<file path="src/rtl/alu_uart_sequencer.sv">
// Byte-stream front end for the ALU: collects operand A, operand B and the operator
// from a UART receiver, then hands the registered ALU result to a UART transmitter.
module alu_uart_sequencer #(
  parameter int NB_BYTE     = 8,
  parameter int NB_DATA     = 8,
  parameter int NB_OPERADOR = 6
) (
  input  logic                   clk,
  input  logic                   rst_n,
  input  logic [NB_BYTE-1:0]     i_rx_data,
  input  logic                   i_rx_done,
  input  logic [NB_DATA-1:0]     i_resultado,
  input  logic                   i_tx_done,
  output logic [NB_DATA-1:0]     o_dato_a,
  output logic [NB_DATA-1:0]     o_dato_b,
  output logic [NB_OPERADOR-1:0] o_operador,
  output logic [NB_BYTE-1:0]     o_tx_data,
  output logic                   o_tx_start,
  output logic                   o_busy,
  output logic                   o_overrun
);

  typedef enum logic [2:0] {
    WAIT_A,
    WAIT_B,
    WAIT_OP,
    RESULT,
    WAIT_TX
  } state_t;

  state_t                 r_state;
  state_t                 w_next;
  logic                   w_busy_next;
  logic                   w_in_busy;
  logic [NB_DATA-1:0]     r_dato_a;
  logic [NB_DATA-1:0]     r_dato_b;
  logic [NB_OPERADOR-1:0] r_operador;
  logic [NB_BYTE-1:0]     r_tx_data;
  logic                   r_tx_start;
  logic                   r_busy;
  logic                   r_overrun;

  always_ff @(posedge clk or negedge rst_n) begin
    if (!rst_n) r_state <= WAIT_A;
    else        r_state <= w_next;
  end

  always_comb begin
    w_next = r_state;
    case (r_state)
      WAIT_A:  if (i_rx_done) w_next = WAIT_B;
      WAIT_B:  if (i_rx_done) w_next = WAIT_OP;
      WAIT_OP: if (i_rx_done) w_next = RESULT;
      RESULT:  w_next = WAIT_TX;
      WAIT_TX: if (i_tx_done) w_next = WAIT_A;
      default: w_next = WAIT_A;
    endcase
  end

  assign w_in_busy   = (r_state == RESULT) || (r_state == WAIT_TX);
  assign w_busy_next = (w_next == RESULT) || (w_next == WAIT_TX);

  // Busy and tx_start are registered copies of the state so no input reaches an output combinationally.
  always_ff @(posedge clk or negedge rst_n) begin
    if (!rst_n) begin
      r_dato_a   <= '0;
      r_dato_b   <= '0;
      r_operador <= '0;
      r_tx_data  <= '0;
      r_tx_start <= 1'b0;
      r_busy     <= 1'b0;
      r_overrun  <= 1'b0;
    end else begin
      r_tx_start <= (r_state == RESULT);
      r_busy     <= w_busy_next;
      if (i_rx_done && w_in_busy) r_overrun <= 1'b1;
      case (r_state)
        WAIT_A:  if (i_rx_done) r_dato_a   <= i_rx_data[NB_DATA-1:0];
        WAIT_B:  if (i_rx_done) r_dato_b   <= i_rx_data[NB_DATA-1:0];
        WAIT_OP: if (i_rx_done) r_operador <= i_rx_data[NB_OPERADOR-1:0];
        RESULT:  r_tx_data <= NB_BYTE'(i_resultado);
        default: ;
      endcase
    end
  end

  assign o_dato_a   = r_dato_a;
  assign o_dato_b   = r_dato_b;
  assign o_operador = r_operador;
  assign o_tx_data  = r_tx_data;
  assign o_tx_start = r_tx_start;
  assign o_busy     = r_busy;
  assign o_overrun  = r_overrun;

endmodule

</file>
<file path="config.mk">
export PLATFORM = sky130hd
export DESIGN_NAME = alu_uart_sequencer
export DESIGN_NICKNAME = d
export VERILOG_FILES = /design/src/rtl/alu_uart_sequencer.sv
export SDC_FILE = /design/constraint.sdc
export NUM_CORES = 1
export LEC_CHECK = 0
export CORE_MARGIN = 2
export CORE_UTILIZATION = 35
export CTS_CLUSTER_DIAMETER = 100
export DETAILED_ROUTE_END_ITERATION = 10
export PLACE_DENSITY = 0.68
export REMOVE_ABC_BUFFERS = 1
export SYNTH_ARGS = -nofsm -noshare
export SYNTH_HDL_FRONTEND = slang
export SYNTH_SLANG_ARGS = --single-unit
</file>
<file path="constraint.sdc">
create_clock -name clk -period 1.68 [get_ports clk]
set_clock_uncertainty 0.2 [all_clocks]
set_input_delay 0.336 -clock clk [delete_from_list [all_inputs] [get_ports clk]]
set_output_delay 0.336 -clock clk [all_outputs]
set_load 0.05 [all_outputs]
</file>
==> results.toml <==
[routing]
wire_length_on_met1_um = 1230
drt.antenna.violating_nets = 0
drt_pre_antenna_iters = 4
dr_wl_met3_um = 141
wirelength_um = 3060
drt-wirelength-per-cell_um = 15.2
drc_errors = 0
dr_wl_met2_um = 1620
violation_count_after_the_first_detailed_route_iteration = 42
drt-vias-per-instance = 4.61
dr.max_layer_used = "met4"
vias = 931

[worst_setup_path]
cp-start-kind = "flip-flop"
ordered_cell_list_for_the_critical_path = "and4bb_4 > mux2_2"
criticalPathCategory = "flip-flop to flip-flop"
critical-path-slowest-cell = "sky130_fd_sc_hd__dfrtp_1"
timing.critical_path.max_delay_family = "flip-flops"
worstSetupEndpointType = "flip-flop"
crit_arrival_ns = 1.60
worst-endpoint-required_ns = 1.64
critPathMaxStageDelay_ns = 0.49
cp.buffers_inverters = 0
path_max_fanout = 10

[sta]
timing_worst_slew_pin_value_ns = 0.438
finalSetupTns_ns = 0
final_hold_viol_count = 0
slew_headroom_pct = 70.8
timing.final.setup_violations = 0
fmax_mhz = 612
timing_max_transition_violations_final = 0
layout_worst_path_cycle_share_pct = 97.3
fin_crit_ns = 1.63

[yosys]
yosys_warnings = 0
synthesis.area_um2 = 1430
synth_seq_area_share_pct = 63.1
postSynthRegisterBits = 36
syn_area_per_cell_um2 = 15.7
synth_cell_types = 18
synthCells = 91

[clock_tree]
tritoncts = "yes"
clock_tree.htree_level_count = 2
clock_tree.buffer_depth = 2
worstSkewPairLatency_ns = 0.28
cts_root_buffer = "sky130_fd_sc_hd__clkbuf_8"
numCtsBuffers = 5
numClockSinks = 36
postCtsSetupBuffers = 0
clkSlewWorstSetupHoldPaths_ns = 0.06

[final_layout]
layout-area-overhead-vs-synth_pct = 74.0
fillers = 299
finish.net_count = 171
num_antenna_cells = 0
instances_no_fill = 202
layout-drive-gt1-share_pct = 53.3

[grt]
antenna_found_initial = 0
number_of_global_route_vias_before_repair = 982
grt_start_max_net_pins = 20
globalRoute.totalOverflow = 0
global_route_usage_over_all_layers_pct = 14.9
first_pass_grt_wire_length_um = 4830

[floorplanning]
floorplan.core_area_um2 = 3970
die_x_um = 67.9
pin_count = 53
dieArea_um2 = 4610
initial_core_util_pct = 35.9
chipHeight_um = 67.9
floorplan.rows = 23

[min_path]
hold_class = "input port to asynchronous set/reset pin"

[placement]
detailed_place_hpwl_um = 2360
port_buffers = 52
gp_congestion = 0.786
dp_cells = 193

[run_status]
outcome = "finished, final reports clean"

[flow_run]
total_of_max_cap_violations = 0
## layer usage
| metal | GRT usage, % | vias to the layer above |
|---|---|---|
| met3 | 4.28 | 5 |
| met4 | 7.50 | 0 |
| met1 | 17.0 | 462 |
| met5 | 0 | - |
| met2 | 25.5 | 28 |
| li1 | - | 436 |
## Yosys cell counts
master | number | area [um2]
sky130_fd_sc_hd__inv_1 | 1 | 3.75
sky130_fd_sc_hd__and4bb_2 | 2 | 25.0
sky130_fd_sc_hd__o21ai_0 | 1 | 5.00
sky130_fd_sc_hd__nand2b_1 | 2 | 12.5
sky130_fd_sc_hd__dfrtp_1 | 36 | 901
sky130_fd_sc_hd__buf_2 | 5 | 25.0
sky130_fd_sc_hd__or3b_2 | 1 | 8.76
sky130_fd_sc_hd__or2b_1 | 1 | 7.51
sky130_fd_sc_hd__mux2_2 | 30 | 338
sky130_fd_sc_hd__and4b_1 | 1 | 10.0
sky130_fd_sc_hd__or4b_2 | 1 | 10.0
sky130_fd_sc_hd__nor2_1 | 2 | 7.51
sky130_fd_sc_hd__a21oi_1 | 2 | 10.0
sky130_fd_sc_hd__a311o_1 | 1 | 10.0
sky130_fd_sc_hd__buf_6 | 1 | 11.3
sky130_fd_sc_hd__nand2_1 | 1 | 3.75
sky130_fd_sc_hd__nor4b_4 | 1 | 23.8
sky130_fd_sc_hd__nand3b_1 | 2 | 15.0
## registers in the layout, indices dropped and copies added, names as in the netlist
name and count:
o_dato_b 8, o_tx_start 1, o_busy 1, o_dato_a 8, o_overrun 1, o_tx_data 8, r_state 3, o_operador 6
## layout make-up
class	count	area (um2)	share of cell area, %
timing repair buffer	59	932	37.5
multi-input combinational	48	494	19.9
tap	50	62.6	2.52
clock buffer	8	90.1	3.63
sequential	36	901	36.3
inverter	1	3.75	0.151
## worst paths after layout
kind	slack (ns)	cells past startpoint	from	to
min reg2reg	0.35	1	o_overrun	o_overrun
max reg2reg	0.05	2	r_state[2]	o_dato_b[7]
max	0.05	2	r_state[2]	o_dato_b[7]
min in group clk	0.35	4	i_rx_done	r_state[0]
max in group asynchronous	0.50	3	rst_n	o_dato_a[2]
min	0.33	2	rst_n	o_operador[5]
## stage by stage
step | instance area (um2) | setup slack, ns | hold WS, ns | utilization, %
2_1_floorplan | 1390 | 0.0303 | -0.160 | -
3_3_place_gp | 2370 | -0.242 | 0.0890 | 59.7
3_5_place_dp | 2370 | -0.303 | 0.0989 | 59.7
4_1_cts | 2470 | 0.0173 | 0.343 | 62.3
5_1_grt | 2480 | -0.00119 | 0.356 | 62.5
6_report | 2480 | 0.0454 | 0.333 | 62.5
## cell families (layout without fill, tap and decap cells)
logic type	count (synthesis)	in the layout	share of synthesized area, %
AO/OA/AOI/OAI	4	4	1.75
buffers and inverters	7	68	2.80
flip-flops	36	36	63.1
multiplexers	30	30	23.7
AND/OR/NAND/NOR	14	14	8.68
## cells in the final DEF, fill, tap and decap left out
cell type,instances
sky130_fd_sc_hd__nor4b_4,1
sky130_fd_sc_hd__nand3b_1,2
sky130_fd_sc_hd__nand2b_1,2
sky130_fd_sc_hd__inv_1,1
sky130_fd_sc_hd__buf_12,35
sky130_fd_sc_hd__clkbuf_1,2
sky130_fd_sc_hd__buf_6,1
sky130_fd_sc_hd__clkdlybuf4s50_1,17
sky130_fd_sc_hd__or2b_1,1
sky130_fd_sc_hd__o21ai_0,1
sky130_fd_sc_hd__nor2_1,2
sky130_fd_sc_hd__or3b_2,1
sky130_fd_sc_hd__dlymetal6s2s_1,1
sky130_fd_sc_hd__and4bb_4,2
sky130_fd_sc_hd__nand2_1,1
sky130_fd_sc_hd__a311o_1,1
sky130_fd_sc_hd__clkbuf_8,6
sky130_fd_sc_hd__buf_2,1
sky130_fd_sc_hd__a21oi_1,2
sky130_fd_sc_hd__mux2_2,30
sky130_fd_sc_hd__or4b_2,1
sky130_fd_sc_hd__buf_4,3
sky130_fd_sc_hd__and4b_1,1
sky130_fd_sc_hd__dlygate4sd3_1,1
sky130_fd_sc_hd__dfrtp_1,36
## repair_timing
action / CTS / global route
pin swaps: 0 / 2
hold buffers: 1 / 0
endpoints found under the setup margin: 8 / 21
gates resized for setup: 1 / 3
endpoints found under the hold margin: 17 / 0
Power is left out: the tool's default activity adds up to more than one toggle a clock period on the data nets, which glitch-free logic cannot reach.
==> RTL edit 1 (config.mk and constraints unchanged) <==
Re-encode `state_t` (5 states) as Gray code, 3 bits wide.
--- a/src/rtl/alu_uart_sequencer.sv
+++ b/src/rtl/alu_uart_sequencer.sv
@@ -21,11 +21,11 @@
 );
 
   typedef enum logic [2:0] {
-    WAIT_A,
-    WAIT_B,
-    WAIT_OP,
-    RESULT,
-    WAIT_TX
+    WAIT_A  = 3'b000,
+    WAIT_B  = 3'b001,
+    WAIT_OP = 3'b011,
+    RESULT  = 3'b010,
+    WAIT_TX = 3'b110
   } state_t;
 
   state_t                 r_state;
Behaviour: same outputs for any inputs over 10 cycles, from zero or initial values and one cycle with rst_n low; not proved beyond that.
==> RTL edit 1 against the original RTL <==
Design area about the same. First-iteration DRC count increased by 24%. Setup slack improved by 0.018 ns. Synthesized area decreased by 2.5%. Critical path depth increased by 1. Sequential cell count unchanged. Routed wire length increased by 4.7%. Global-route usage increased by 2.6 points. Largest cell class unchanged. Highest routed layer unchanged.
Power is not shown: default switching activity piles up to over one toggle a cycle in this logic, so the estimate is an artifact.
==> RTL edit 1: results <==
group,metric,value,unit
critical_path,crit_fanout,8,
route,routed-wl-met3,190,um
logic_synthesis,ys_top_cells_by_area,"dfrtp_1 65%, mux2_2 24%, nor4b_4 1.7%, buf_6 1.6%, buf_2 1.1%",
global_route,grt_pass1_vias,1111,
placed_design,dp_cells,192,
layout,fillers,286,
route,wl_per_cell,16.0,um
critical_path,rrSetupSlack,0.06,ns
critical_path,worstPathArrival,1.58,ns
route,drt_iter0_markers,52,
logic_synthesis,ys_types,18,
placed_design,place_hpwl,2540,um
critical_path,worst_r2r_path_depth,3,
route,wirelength,3210,um
timing,tightest_slew,0.242,ns
global_route,grt_pass1_wl,5620,um
route,vias,944,
route,wl_met1,1180,um
run_status,run_status,"finished clean",
layout,drive_gt1_frac,0.572,
critical_path,critPathMaxStageDelay,0.47,ns
logic_synthesis,synth_common_cells,"36 x dfrtp_1, 30 x mux2_2, 3 x buf_2",
critical_path,r2r-start,"r_state[1]",
route,first_pass_iters,3,
logic_synthesis,netlist_instances,86,
global_route,grt_use_total,0.175,
critical_path,r2r-end,"o_dato_b[6]",
placed_design,gp_congestion,0.710,
layout,nets,171,
logic_synthesis,yosysSeqAreaShare,0.647,
route,met2_length,1780,um
clocking,clk_latency,0.28,ns
RTL edit 1: cells by family (layout without fill, tap and decap cells):
family | after synthesis | after routing | share of synthesized area
flops | 36 | 36 | 0.647
simple gates | 7 | 7 | 0.0476
buf+inv | 6 | 72 | 0.0296
compound gates | 7 | 7 | 0.0332
mux | 30 | 30 | 0.243
RTL edit 1: final cells by class:
type,instances,area share
clock buffers,6,0.0333
flip-flops and latches,36,0.364
well taps,48,0.0242
repair buffers,63,0.385
clock inverters,2,0.00403
multi-input cells,44,0.187
inverters,1,0.00151
RTL edit 1: worst max path at each step:
stage                       end  cells after the start
finish              o_dato_b[6]                      3
global route        o_dato_a[0]                      3
CTS                 o_dato_b[4]                      4
detailed placement  o_dato_b[4]                      4
global placement    o_dato_b[2]                      4
floorplan           o_dato_b[0]                      2
RTL edit 1: routing by layer:
metal	vias up	GRT usage
li1	435	-
met1	481	0.202
met2	24	0.292
met3	4	0.0625
met4	0	0.0689
met5	-	0
RTL edit 1: what timing repair did:
item	CTS	global route
endpoints found under the setup margin	8	13
pin swaps	1	0
gates resized for setup	0	7
RTL edit 1: critical path: cells and delay by family (launching register included):
family                 cells  cell delay [ns]
multiplexers               1             0.34
flip-flops                 1             0.47
AND/OR/NAND/NOR            1             0.32
buffers and inverters      1             0.18
RTL edit 1: per-stage QoR:
stage	hold slack, ns	worst slack (ns)	utilization	instance area (um2)	setup TNS [ns]
3_5_place_dp	0.332	-0.363	0.632	2370	-6.08
2_1_floorplan	-0.160	-0.432	-	1360	-5.47
3_3_place_gp	0.335	-0.320	0.632	2370	-5.79
4_1_cts	0.235	0.00213	0.657	2460	0
6_report	0.229	0.0638	0.663	2480	0
5_1_grt	0.236	0.0134	0.663	2480	0
==> RTL edit 2 (same flow settings) <==
Without the edit above. The parameter `NB_BYTE` goes from 8 to 9.
--- a/src/rtl/alu_uart_sequencer.sv
+++ b/src/rtl/alu_uart_sequencer.sv
@@ -1,7 +1,7 @@
 // Byte-stream front end for the ALU: collects operand A, operand B and the operator
 // from a UART receiver, then hands the registered ALU result to a UART transmitter.
 module alu_uart_sequencer #(
-  parameter int NB_BYTE     = 8,
+  parameter int NB_BYTE     = 9,
   parameter int NB_DATA     = 8,
   parameter int NB_OPERADOR = 6
 ) (
Interface: changed (resized i_rx_data and o_tx_data); port bits go from 53 to 55. The function was not compared with the original's and may differ.
==> RTL edit 2 against the original RTL <==
Design area grew 1.6%. Routed wire length rose by 2.3%. Sequential cell count did not move. Setup slack gained 0.0030 ns. Worst hold slack worse by 0.11 ns. Via count rose by 0.64%. First-iteration DRC count decreased by 55%. Count of clock-buffer cells in the layout shrank 3. Synthesized area rose by 0.79%. Critical endpoint is now o_dato_a[3]. Largest cell class unchanged.
Power is not shown: default switching activity piles up to over one toggle a cycle in this logic, so the estimate is an artifact.
==> RTL edit 2: results <==
group,metric,value,unit
run_status,run_status,"finished clean",
global_route,grt_use_total,0.144,
logic_synthesis,synth_xor_area_frac,0,
placed_design,place_area,2380,um2
critical_path,rrSetupSlack,0.05,ns
logic_synthesis,synth-compound-area-share,0.0174,
min_path,hold_class,"primary input to async pin",
critical_path,r2r-start,"r_state[0]",
placed_design,portBuffers,52,
route,wirelength,3130,um
logic_synthesis,synthArstFlopShare,1.00,
job,max-cap-violations,0,
layout,postLayoutCellArea,2520,um2
clocking,cts-root-buf,"clkbuf_8",
global_route,grt_max_degree,37,
global_route,grt_pass1_wl,4840,um
logic_synthesis,synth_adder_area_share,0,
placed_design,gp_congestion,0.752,
layout,diodes,0,
placed_design,place_hpwl,2450,um
critical_path,worstPathArrival,1.60,ns
clocking,ctsHoldBuffers,0,
logic_synthesis,netlist_instances,93,
critical_path,crit_fanout,6,
route,drt_iter0_markers,19,
layout,nets,175,
clocking,path_clk_slew,0.07,ns
logic_synthesis,synth_common_cells,"36 x dfrtp_1, 30 x mux2_2, 5 x buf_2",
placed_design,dp_cells,194,
clocking,cts-buffers-inserted,5,
logic_synthesis,ys_types,20,
global_route,grt_pass1_vias,960,
logic_synthesis,yosysSeqAreaShare,0.626,
clocking,cts_max_path_buffers,2,
critical_path,r2r-end,"o_dato_a[3]",
route,viasPerCell,4.57,
route,vias,937,
logic_synthesis,synth.mux.area_fraction,0.235,
logic_synthesis,yosys_warnings,0,
layout,fillers,286,
global_route,grt_antenna_before_repair,0,
placed_design,dp_slack,-0.316,ns
clocking,clk_latency,0.28,ns
critical_path,worst_r2r_path_depth,3,
timing,hold_viol_final,0,
logic_synthesis,ys_top_cells_by_area,"dfrtp_1 63%, mux2_2 23%, and4bb_2 1.7%, buf_2 1.7%, nor4b_4 1.7%",
clocking,htreeDepth,2,
layout,drive_gt1_frac,0.561,
route,first_pass_iters,2,
-- RTL edit 2: cell types whose count changed after synthesis --
cell | before | now
buf_4 | 0 | 1
conb_1 | 0 | 1
-- RTL edit 2: layout make-up --
class                      instances  area share
timing repair buffer              61       0.374
sequential                        36       0.358
multi-input combinational         49       0.197
clock buffer                       5      0.0273
tap                               50      0.0248
clock inverter                     3      0.0169
inverter                           1     0.00149
-- RTL edit 2: repair_timing --
| item | in CTS | in global routing |
|---|---|---|
| setup endpoints to repair | 17 | 16 |
| gates resized for setup | 4 | 2 |
| hold endpoints to repair | 0 | 0 |
| buffers inserted | 0 | 3 |
| pin swaps | 1 | 1 |
-- RTL edit 2: routing by layer --
metal  part of all wire  GRT usage  vias up
met2               0.59      0.255       18
met4              0.017     0.0675        0
met5                  0          0        -
met1               0.36      0.163      470
li1                   -          -      445
met3              0.025     0.0313        4
-- RTL edit 2: worst max path at each step --
stage / from / to / slack (ns) / cells past startpoint
after floorplan: r_state[0] / o_dato_a[0] / 0.03 / 2
after global placement: i_rx_done / o_dato_a[3] / -0.28 / 4
final: r_state[0] / o_dato_a[3] / 0.05 / 3
after CTS: r_state[2] / o_dato_b[5] / 0.003 / 2
after detailed placement: i_rx_done / o_dato_a[6] / -0.32 / 4
after global routing: r_state[0] / o_dato_a[3] / -0.0001 / 3
-- RTL edit 2: stage by stage --
step | hold WS, ns | setup TNS (ns)
after CTS | 0.225 | 0
after detailed placement | 0.340 | -6.59
after floorplan | -0.160 | 0
final | 0.222 | 0
after global placement | 0.324 | -5.94
after global routing | 0.226 | -0.0000967
-- RTL edit 2: critical path: stages, from the launching register on --
cell and delay, ns:
dfrtp_2 0.46, nor4b_4 0.34, buf_6 0.18, mux2_2 0.33
